**src/rtl/coeff_token_ctrl.sv**
```systemverilog
// -----------------------------------------------------------------------------
// coeff_token_ctrl
//   Sequencer for CAVLC coeff_token encoding. Takes one block's TotalCoeff and
//   TrailingOnes plus neighbour counts, derives nC and the VLC table select,
//   addresses the four shared coeff_token ROMs, and returns {code,len} to the
//   bitstream packer. When nC >= 8 the 6-bit fixed-length code is built here
//   instead of using a ROM. Only one block is in flight at a time.
//
// Parameters
//   ROM_LAT          read latency of the external ROMs in clk edges (1..3)
//
// Ports
//   clk, rst         clock, synchronous active-high reset
//   in_valid/in_ready        request handshake
//   total_coeff_i    TotalCoeff 0..16
//   trailing_ones_i  TrailingOnes 0..3
//   chroma_dc_i      block is chroma DC (nC = -1 table)
//   nA_avail_i/nA_i  left neighbour availability / TotalCoeff
//   nB_avail_i/nB_i  top neighbour availability / TotalCoeff
//   tbl_tc_o/tbl_t1_o        ROM address bus (shared by all four ROMs)
//   tbl_code_i/tbl_len_i     ROM data: 0=chromaDC, 1=nC<2, 2=nC<4, 3=nC<8
//   out_valid/out_ready      result handshake
//   code_o/len_o     right-justified codeword and its length
//   nc_o             computed nC (0 for chroma DC)
//   err_o            one-cycle pulse when an illegal request is dropped
// -----------------------------------------------------------------------------
module coeff_token_ctrl #(
    parameter int ROM_LAT = 1
) (
    input  logic        clk,
    input  logic        rst,
    input  logic        in_valid,
    output logic        in_ready,
    input  logic [4:0]  total_coeff_i,
    input  logic [1:0]  trailing_ones_i,
    input  logic        chroma_dc_i,
    input  logic        nA_avail_i,
    input  logic [4:0]  nA_i,
    input  logic        nB_avail_i,
    input  logic [4:0]  nB_i,
    output logic [4:0]  tbl_tc_o,
    output logic [1:0]  tbl_t1_o,
    input  logic [15:0] tbl_code_i [0:3],
    input  logic [4:0]  tbl_len_i  [0:3],
    output logic        out_valid,
    input  logic        out_ready,
    output logic [15:0] code_o,
    output logic [4:0]  len_o,
    output logic [5:0]  nc_o,
    output logic        err_o
);

    typedef enum logic [1:0] {
        ST_IDLE = 2'd0,
        ST_WAIT = 2'd1,
        ST_OUT  = 2'd2
    } state_t;

    localparam logic [1:0] CNT_LAST = 2'(ROM_LAT - 1);

    state_t      state_q;
    logic [1:0]  cnt_q;
    logic [1:0]  sel_q;       // ROM table index
    logic        flc_q;       // nC >= 8: fixed-length code path
    logic [4:0]  tc_q;
    logic [1:0]  t1_q;
    logic        in_ready_q;
    logic        out_valid_q;
    logic [15:0] code_q;
    logic [4:0]  len_q;
    logic [5:0]  nc_q;
    logic        err_q;

    // ---------------- request decode (used only while IDLE) ----------------
    logic [5:0] sum_ab;
    logic [5:0] nc_d;
    logic [1:0] sel_d;
    logic       flc_d;
    logic       illegal_d;

    // 6-bit sum so 16+16+1 = 33 does not wrap before the halving.
    assign sum_ab = {1'b0, nA_i} + {1'b0, nB_i} + 6'd1;

    always_comb begin
        nc_d      = 6'd0;
        sel_d     = 2'd1;
        flc_d     = 1'b0;
        illegal_d = 1'b0;

        if (nA_avail_i && nB_avail_i) begin
            nc_d = sum_ab >> 1;
        end else if (nA_avail_i) begin
            nc_d = {1'b0, nA_i};
        end else if (nB_avail_i) begin
            nc_d = {1'b0, nB_i};
        end

        if (chroma_dc_i) begin
            // Chroma DC uses its own table regardless of neighbours.
            nc_d  = 6'd0;
            sel_d = 2'd0;
        end else if (nc_d < 6'd2) begin
            sel_d = 2'd1;
        end else if (nc_d < 6'd4) begin
            sel_d = 2'd2;
        end else if (nc_d < 6'd8) begin
            sel_d = 2'd3;
        end else begin
            sel_d = 2'd3;
            flc_d = 1'b1;
        end

        if ((total_coeff_i > 5'd16) ||
            ({3'b000, trailing_ones_i} > total_coeff_i) ||
            (chroma_dc_i && (total_coeff_i > 5'd4))) begin
            illegal_d = 1'b1;
        end
    end

    // ---------------- fixed-length code for nC >= 8 ----------------
    logic [3:0] tc_m1;
    logic [5:0] flc_code;

    assign tc_m1    = 4'(tc_q - 5'd1);
    assign flc_code = (tc_q == 5'd0) ? 6'b000011 : {tc_m1, t1_q};

    // ---------------- sequencer ----------------
    always_ff @(posedge clk) begin
        if (rst) begin
            state_q     <= ST_IDLE;
            cnt_q       <= 2'd0;
            sel_q       <= 2'd0;
            flc_q       <= 1'b0;
            tc_q        <= 5'd0;
            t1_q        <= 2'd0;
            in_ready_q  <= 1'b1;
            out_valid_q <= 1'b0;
            code_q      <= 16'd0;
            len_q       <= 5'd0;
            nc_q        <= 6'd0;
            err_q       <= 1'b0;
        end else begin
            err_q <= 1'b0;
            case (state_q)
                ST_IDLE: begin
                    if (in_valid) begin
                        if (illegal_d) begin
                            err_q <= 1'b1;
                        end else begin
                            tc_q       <= total_coeff_i;
                            t1_q       <= trailing_ones_i;
                            sel_q      <= sel_d;
                            flc_q      <= flc_d;
                            nc_q       <= nc_d;
                            cnt_q      <= 2'd0;
                            in_ready_q <= 1'b0;
                            state_q    <= ST_WAIT;
                        end
                    end
                end
                ST_WAIT: begin
                    // FLC path waits the same number of cycles so latency
                    // does not depend on nC.
                    if (cnt_q == CNT_LAST) begin
                        if (flc_q) begin
                            code_q <= {10'd0, flc_code};
                            len_q  <= 5'd6;
                        end else begin
                            code_q <= tbl_code_i[sel_q];
                            len_q  <= tbl_len_i[sel_q];
                        end
                        out_valid_q <= 1'b1;
                        state_q     <= ST_OUT;
                    end else begin
                        cnt_q <= cnt_q + 2'd1;
                    end
                end
                ST_OUT: begin
                    if (out_ready) begin
                        out_valid_q <= 1'b0;
                        in_ready_q  <= 1'b1;
                        state_q     <= ST_IDLE;
                    end
                end
                default: begin
                    out_valid_q <= 1'b0;
                    in_ready_q  <= 1'b1;
                    state_q     <= ST_IDLE;
                end
            endcase
        end
    end

    assign in_ready  = in_ready_q;
    assign out_valid = out_valid_q;
    assign tbl_tc_o  = tc_q;
    assign tbl_t1_o  = t1_q;
    assign code_o    = code_q;
    assign len_o     = len_q;
    assign nc_o      = nc_q;
    assign err_o     = err_q;

endmodule

```
**config.mk**
```make
export PLATFORM = sky130hd
export DESIGN_NAME = coeff_token_ctrl
export DESIGN_NICKNAME = d
export VERILOG_FILES = /design/src/rtl/coeff_token_ctrl.sv
export SDC_FILE = /design/constraint.sdc
export NUM_CORES = 1
export LEC_CHECK = 0
export CAP_MARGIN = 15
export CORE_MARGIN = 2
export CORE_UTILIZATION = 38
export CTS_CLUSTER_DIAMETER = 200
export DETAILED_ROUTE_END_ITERATION = 10
export PLACE_DENSITY = 0.78
export SLEW_MARGIN = 20
export SYNTH_ARGS = -nofsm -noshare
export SYNTH_HDL_FRONTEND = slang
export SYNTH_SLANG_ARGS = --single-unit
```
**constraint.sdc**
```tcl
create_clock -name clk -period 2.6 [get_ports clk]
set_input_delay 0.52 -clock clk [delete_from_list [all_inputs] [get_ports clk]]
set_output_delay 0.52 -clock clk [all_outputs]
set_load 0.1 [all_outputs]
```
# --- Word level (Yosys, flattened, before mapping) ---
# Index checks and enable logic that the tools add are counted.
word_totals:
  elab_cells: 88
  in_bits: 108
  out_inout_bits: 37
  ff_bits: 44
classes:
  eq_ne: 7
  add_sub_neg: 4
  magnitude_cmp: 7
  n_mux: 38
  n_reduce_logical: 15
  bitwise: 5
ops:
  columns: ["operator", "n"]
  rows:
  - ["2-to-1 mux 16 bit", 3]
  - ["binary-select mux 16 bit (select 2 bit)", 1]
  - ["2-to-1 mux 5 bit", 5]
  - ["2-to-1 mux 2 bit", 9]
  - ["2-to-1 mux 6 bit", 3]
  - ["2-to-1 mux 1 bit", 12]
  - ["AND reduction 4 bit", 3]
  - ["binary-select mux 5 bit (select 2 bit)", 1]
  - ["!= test 2 bit (second input constant)", 5]
  - ["adder 5 x 5 -> 6 bit", 1]
  - ["adder 6 x 1 -> 6 bit (second input constant)", 1]
  - ["< comparator 6 x 2 -> 1 bit (second input constant)", 1]
  - ["< comparator 6 x 3 -> 1 bit (second input constant)", 1]
  - ["< comparator 6 x 4 -> 1 bit (second input constant)", 1]
  - ["case mux 1 bit (3 select lines)", 2]
  - ["case mux 2 bit (3 select lines)", 1]
  - ["AND reduction 3 bit", 2]
  - ["> comparator 2 x 5 -> 1 bit", 1]
  - ["> comparator 5 x 3 -> 1 bit (second input constant)", 1]
  - ["> comparator 5 bit (second input constant)", 1]
  - ["zero test 5 bit", 1]
  - ["zero test 2 bit", 2]
  - ["inverter 1 bit", 4]
  - ["case mux 2 bit (2 select lines)", 1]
  - ["11 further kinds", 13]

# --- Longest topological paths before layout ---
logic_depth:
  depth_word: 8
  ltp_mapped: 10

# --- Least setup slack after synthesis ---
# OpenSTA, ideal clock, no wires.
synth_path:
  path_kind: "register -> register"
  startpoint: "register tc_q[0] (netlist: tbl_tc_o[0])"
  endpoint: "register code_q[2] (netlist: code_o[2])"
  period_less_slack_ns: 2.184
  setup_ns: 0.128
  arrival_ns: 2.057
  path_stages_with_launch: 8
  path_slack_ns: 0.416
  path_buffers: 0
  path_cell_list: "dfxtp_1 > inv_1 > ha_1 > or4b_2 > nand3_1 > nor2_1 > a221oi_1 > nor2_1"
synth_between:
  elab_chain_cells: 3
  word_cells_on_any_way: 4
  cone_classes: "1 x add/sub; 2 x mux; 1 x reduce/logical"
synth_rtl:
  columns: ["item", "line", "text"]
  rows:
  - ["start: declaration", "65", "logic [4:0] tc_q;"]
  - ["start signal: assignment", "150", "tc_q <= total_coeff_i;"]
  - ["subtractor 4 x 1 -> 4 bit or zero test 5 bit (tied branches)", "124, 125", null]
  - ["2-to-1 mux 6 bit *", "125", "assign flc_code = (tc_q == 5'd0) ? 6'b000011 : {tc_m1, t1_q};"]
  - ["2-to-1 mux 16 bit *", "165", "if (flc_q) begin"]
  - ["end signal: assignment", "166", "code_q <= {10'd0, flc_code};"]
  - ["end signal: assignment", "169", "code_q <= tbl_code_i[sel_q];"]
  - ["end: declaration", "69", "logic [15:0] code_q;"]
# Mark *: on every way between the ends. The rest lies on a longest branch, timed or not.
# A chain may end at the register's enable or synchronous reset.

# --- Worst setup path in the final report ---
layout_path:
  startpoint: "input port nA_i[1]"
  endpoint: "register sel_q[1]"
layout_between:
  elab_chain_cells: 6
  word_cells_on_any_way: 7
  cone_classes: "2 x add/sub; 1 x order compare; 4 x mux"
layout_rtl:
  columns: ["item", "line", "text"]
  rows:
  - ["start: declaration", "38", "input logic [4:0] nA_i,"]
  - ["adder 5 x 5 -> 6 bit", "82", "assign sum_ab = {1'b0, nA_i} + {1'b0, nB_i} + 6'd1;"]
  - ["adder 6 x 1 -> 6 bit", "82", null]
  - ["2-to-1 mux 6 bit *", "90", "if (nA_avail_i && nB_avail_i) begin"]
  - ["< comparator 6 x 2 -> 1 bit *", "102", "end else if (nc_d < 6'd2) begin"]
  - ["2-to-1 mux 2 bit *", "102", null]
  - ["2-to-1 mux 2 bit *", "98", "if (chroma_dc_i) begin"]
  - ["end signal: assignment", "152", "sel_q <= sel_d;"]
  - ["end: declaration", "63", "logic [1:0] sel_q;"]
# Marks and branches as above.

==> results.tsv <==
metric	value	unit
status	finished clean	
sw frac	35.5	%
post-synth top area share	34.2	%
global placement routability congestion	0.827	
Synth Area in Compound Gates	15.8	%
asr flop ratio synth	0	%
Antenna Nets Post-Route	0	
Initial Util	39.4	%
syn_area_per_cell	9.49	um2
vias per cell	5.26	
min cycle time layout	2370	ps
number of core rows	29	
synth cell count leaders	nor2_1 (49), dfxtp_1 (43), mux4_2 (21), a22oi_1 (16), a21oi_1 (14)	
Final Routed Wirelength	7.33	mm
main flop type after synthesis	dfxtp_1	
critical path cell sequence	clkdlybuf4s50_1 > inv_1 > fa_1 > nand2b_1 > a21oi_1 > mux2i_1 > nor3_1 > a211o_1 > o21ai_0	
max-cap violations	0	
core box area	6390	um2
Psw	0.000716	W
grt total ovfl	0	
initial drt markers	79	
Total GRT Usage	20.2	%
post-synthesis adder-cell area fraction	4.77	%
io pins	145	
Cells after Synth	265	
Pint	0.00130	W
CTS H-Tree Depth	2	
Layout Skew	3.64	ps
CP Data Arrival Time	2580	ps
post-detail-place hpwl	6.02	mm
HP Class	reg -> reg	
main combinational cell family by area after synthesis	multiplexers	
clock share of power	22.8	%
Post-Place Worst Slack	-73.8	ps
worst vdd ir	0.306	mV
fmax	422	MHz
combinational share of power	41.0	%
sequential share of the synthesized area	34.2	%
CTS Buf Count	5	
CTS resizes	0	
most common cell in the netlist	nor2_1	
Die ar.	7290	um2
critical path required time	2810	ps
Inserted Diodes	0	
worst skew pair latency	290	ps
number of synthesized register bits	43	
Post-Synth Simple-Gate Area	16.9	%
setup bufs post-CTS	0	
RSZ-0062 raised after global routing	no	
Final Power	0.00202	W
final worst path period share	91.0	%
largest area contributor in the netlist	dfxtp_1	
Nets	530	
Slew Viols, Final	0	
largest net degree at the start of global routing	45	
height of the chip	85.4	um
family with the most delay on the worst path	buffers and inverters	
initial antenna violation count	0	
slowest library cell on the worst path	clkdlybuf4s50_1	
Die Width	85.4	um
pwr/cell area	493	nW/um2
Synth area leaders	dfxtp_1 (34%), mux4_2 (19%), nor2_1 (7.3%), a22oi_1 (4.8%), ha_1 (4.0%)	
Synthesized Nets	382	
Avg WL per Cell	14.9	um
Mapped Area	2520	um2
Clock Tree Buf Depth	2	
total number of vias	2581	
share of cells above drive strength 1	20.3	%
number of global-route vias before repair	2710	
YS warnings	0	
CP Class	in -> reg	
worst setup margin	233	ps
endpoint class of the critical path	register	
Hold Buf Count CTS	0	
TritonCTS clock tree	yes	
sequential share of power	36.3	%
worst-path maximum fanout	2	
drt drc	0	
Static Leak	1.63	nW
worst path bufs/invs	2	
Crit path largest cell delay	490	ps
Hold Fails Final Rpt	0	
drt first pass iters	4	
crit path launch type	primary input	
Clock Sinks	43	
area delta synth->final	62.7	%
setup violators final	0	
post-synthesis mux area share	22.0	%
xor-xnor portion of the synthesized cell area	1.04	%
clock root cell	clkbuf_8	
clock-pin slew on the worst setup and hold paths	80	ps
number of synthesized flops with an enable pin	0	
first-pass GRT wire length	11.9	mm
IO Port Bufs	143	
Netlist cell types	43	
-- worst reg2reg max path, cell delays in order (launching register included) --
cell      delay (ps)
dfxtp_1          350
inv_1             70
ha_1             170
or4b_2           580
nand3_1          210
nor2_1            90
a221oi_1         230
nor2_1            60
-- final timing paths --
path,start,to,slack [ps],cells past startpoint
max,nA_i[1],sel_q[1],230,9
min,out_valid,out_valid,470,2
min reg2reg,out_valid,out_valid,470,2
max reg2reg,tbl_tc_o[0],code_o[4],720,7
-- layer usage --
layer	wire length, um	global-route usage, %	up-vias
li1	-	-	1273
met1	2860	21.9	1192
met2	3800	38.2	106
met3	554	5.74	10
met4	113	5.34	0
met5	0	0	-
-- cell usage in the layout (no fill, tap or decap), drive strengths merged, types with 2 or more instances in the layout --
| master | synthesis | routed |
|---|---|---|
| buf | 9 | 53 |
| nand3b | 3 | 3 |
| o21ai | 5 | 5 |
| or3 | 2 | 2 |
| a21o | 2 | 2 |
| clkdlybuf4s50 | 0 | 107 |
| nor3b | 2 | 2 |
| mux2i | 8 | 8 |
| mux4 | 21 | 21 |
| nor3 | 9 | 9 |
| nand3 | 6 | 6 |
| nor2b | 2 | 2 |
| clkbuf | 10 | 8 |
| a22oi | 16 | 16 |
| nand2b | 3 | 3 |
| o22ai | 5 | 5 |
| dfxtp | 43 | 43 |
| a2bb2oi | 2 | 2 |
| or2 | 3 | 3 |
| xnor2 | 2 | 2 |
| o31a | 2 | 2 |
| a21oi | 14 | 14 |
| a22o | 2 | 2 |
| nand2 | 11 | 11 |
| inv | 11 | 11 |
| a221oi | 4 | 4 |
| ha | 8 | 8 |
| nor2 | 49 | 49 |
-- cell families (layout without fill, tap and decap cells) --
kind of cell | after synthesis | count (layout)
DFF | 43 | 43
and+or+nand+nor | 92 | 92
buffers and inverters | 30 | 179
AOI/OAI and AO/OA | 58 | 58
muxes | 29 | 29
other | 1 | 1
adders and majority gates | 9 | 9
xor gates and xnor gates | 3 | 3
-- power by group through the flow --
stage | clock network (W) | registers, W | logic (W)
3_3_place_gp | 0 | 0.000745 | 0.000817
2_1_floorplan | 0 | 0.000995 | 0.000282
3_5_place_dp | 0 | 0.000747 | 0.000829
4_1_cts | 0.000470 | 0.000732 | 0.000830
6_report | 0.000459 | 0.000732 | 0.000826
5_1_grt | 0.000493 | 0.000738 | 0.000879
-- flip-flops by register name, summed over array words and instances (netlist names), 2 cells and up --
name      count
code_o       16
state_q       2
tbl_tc_o      5
nc_o          5
sel_q         2
len_o         5
tbl_t1_o      2
cnt_q         2
-- layout make-up --
type | count | area [um2]
Clock buffer | 8 | 100
Fill cell | 560 | 2290
Inverter | 11 | 41.3
Multi-Input combinational cell | 192 | 1530
Sequential cell | 43 | 861
Tap cell | 77 | 96.3
Timing Repair Buffer | 160 | 1470
-- per-stage QoR --
| stage | hold WS, ps | util (%) | std cells | area (um2) | setup TNS, ps |
|---|---|---|---|---|---|
| finish | 469 | 64.1 | 491 | 4090 | 0 |
| detailed placement | 461 | 62.5 | 483 | 3990 | -176 |
| global route | 500 | 64.1 | 491 | 4090 | 0 |
| floorplan | 444 | - | 265 | 2520 | 0 |
| CTS | 474 | 64.1 | 491 | 4090 | 0 |
| global placement | 453 | 62.5 | 483 | 3990 | -22.6 |
Note: power is estimated with default switching activity, not from simulation.
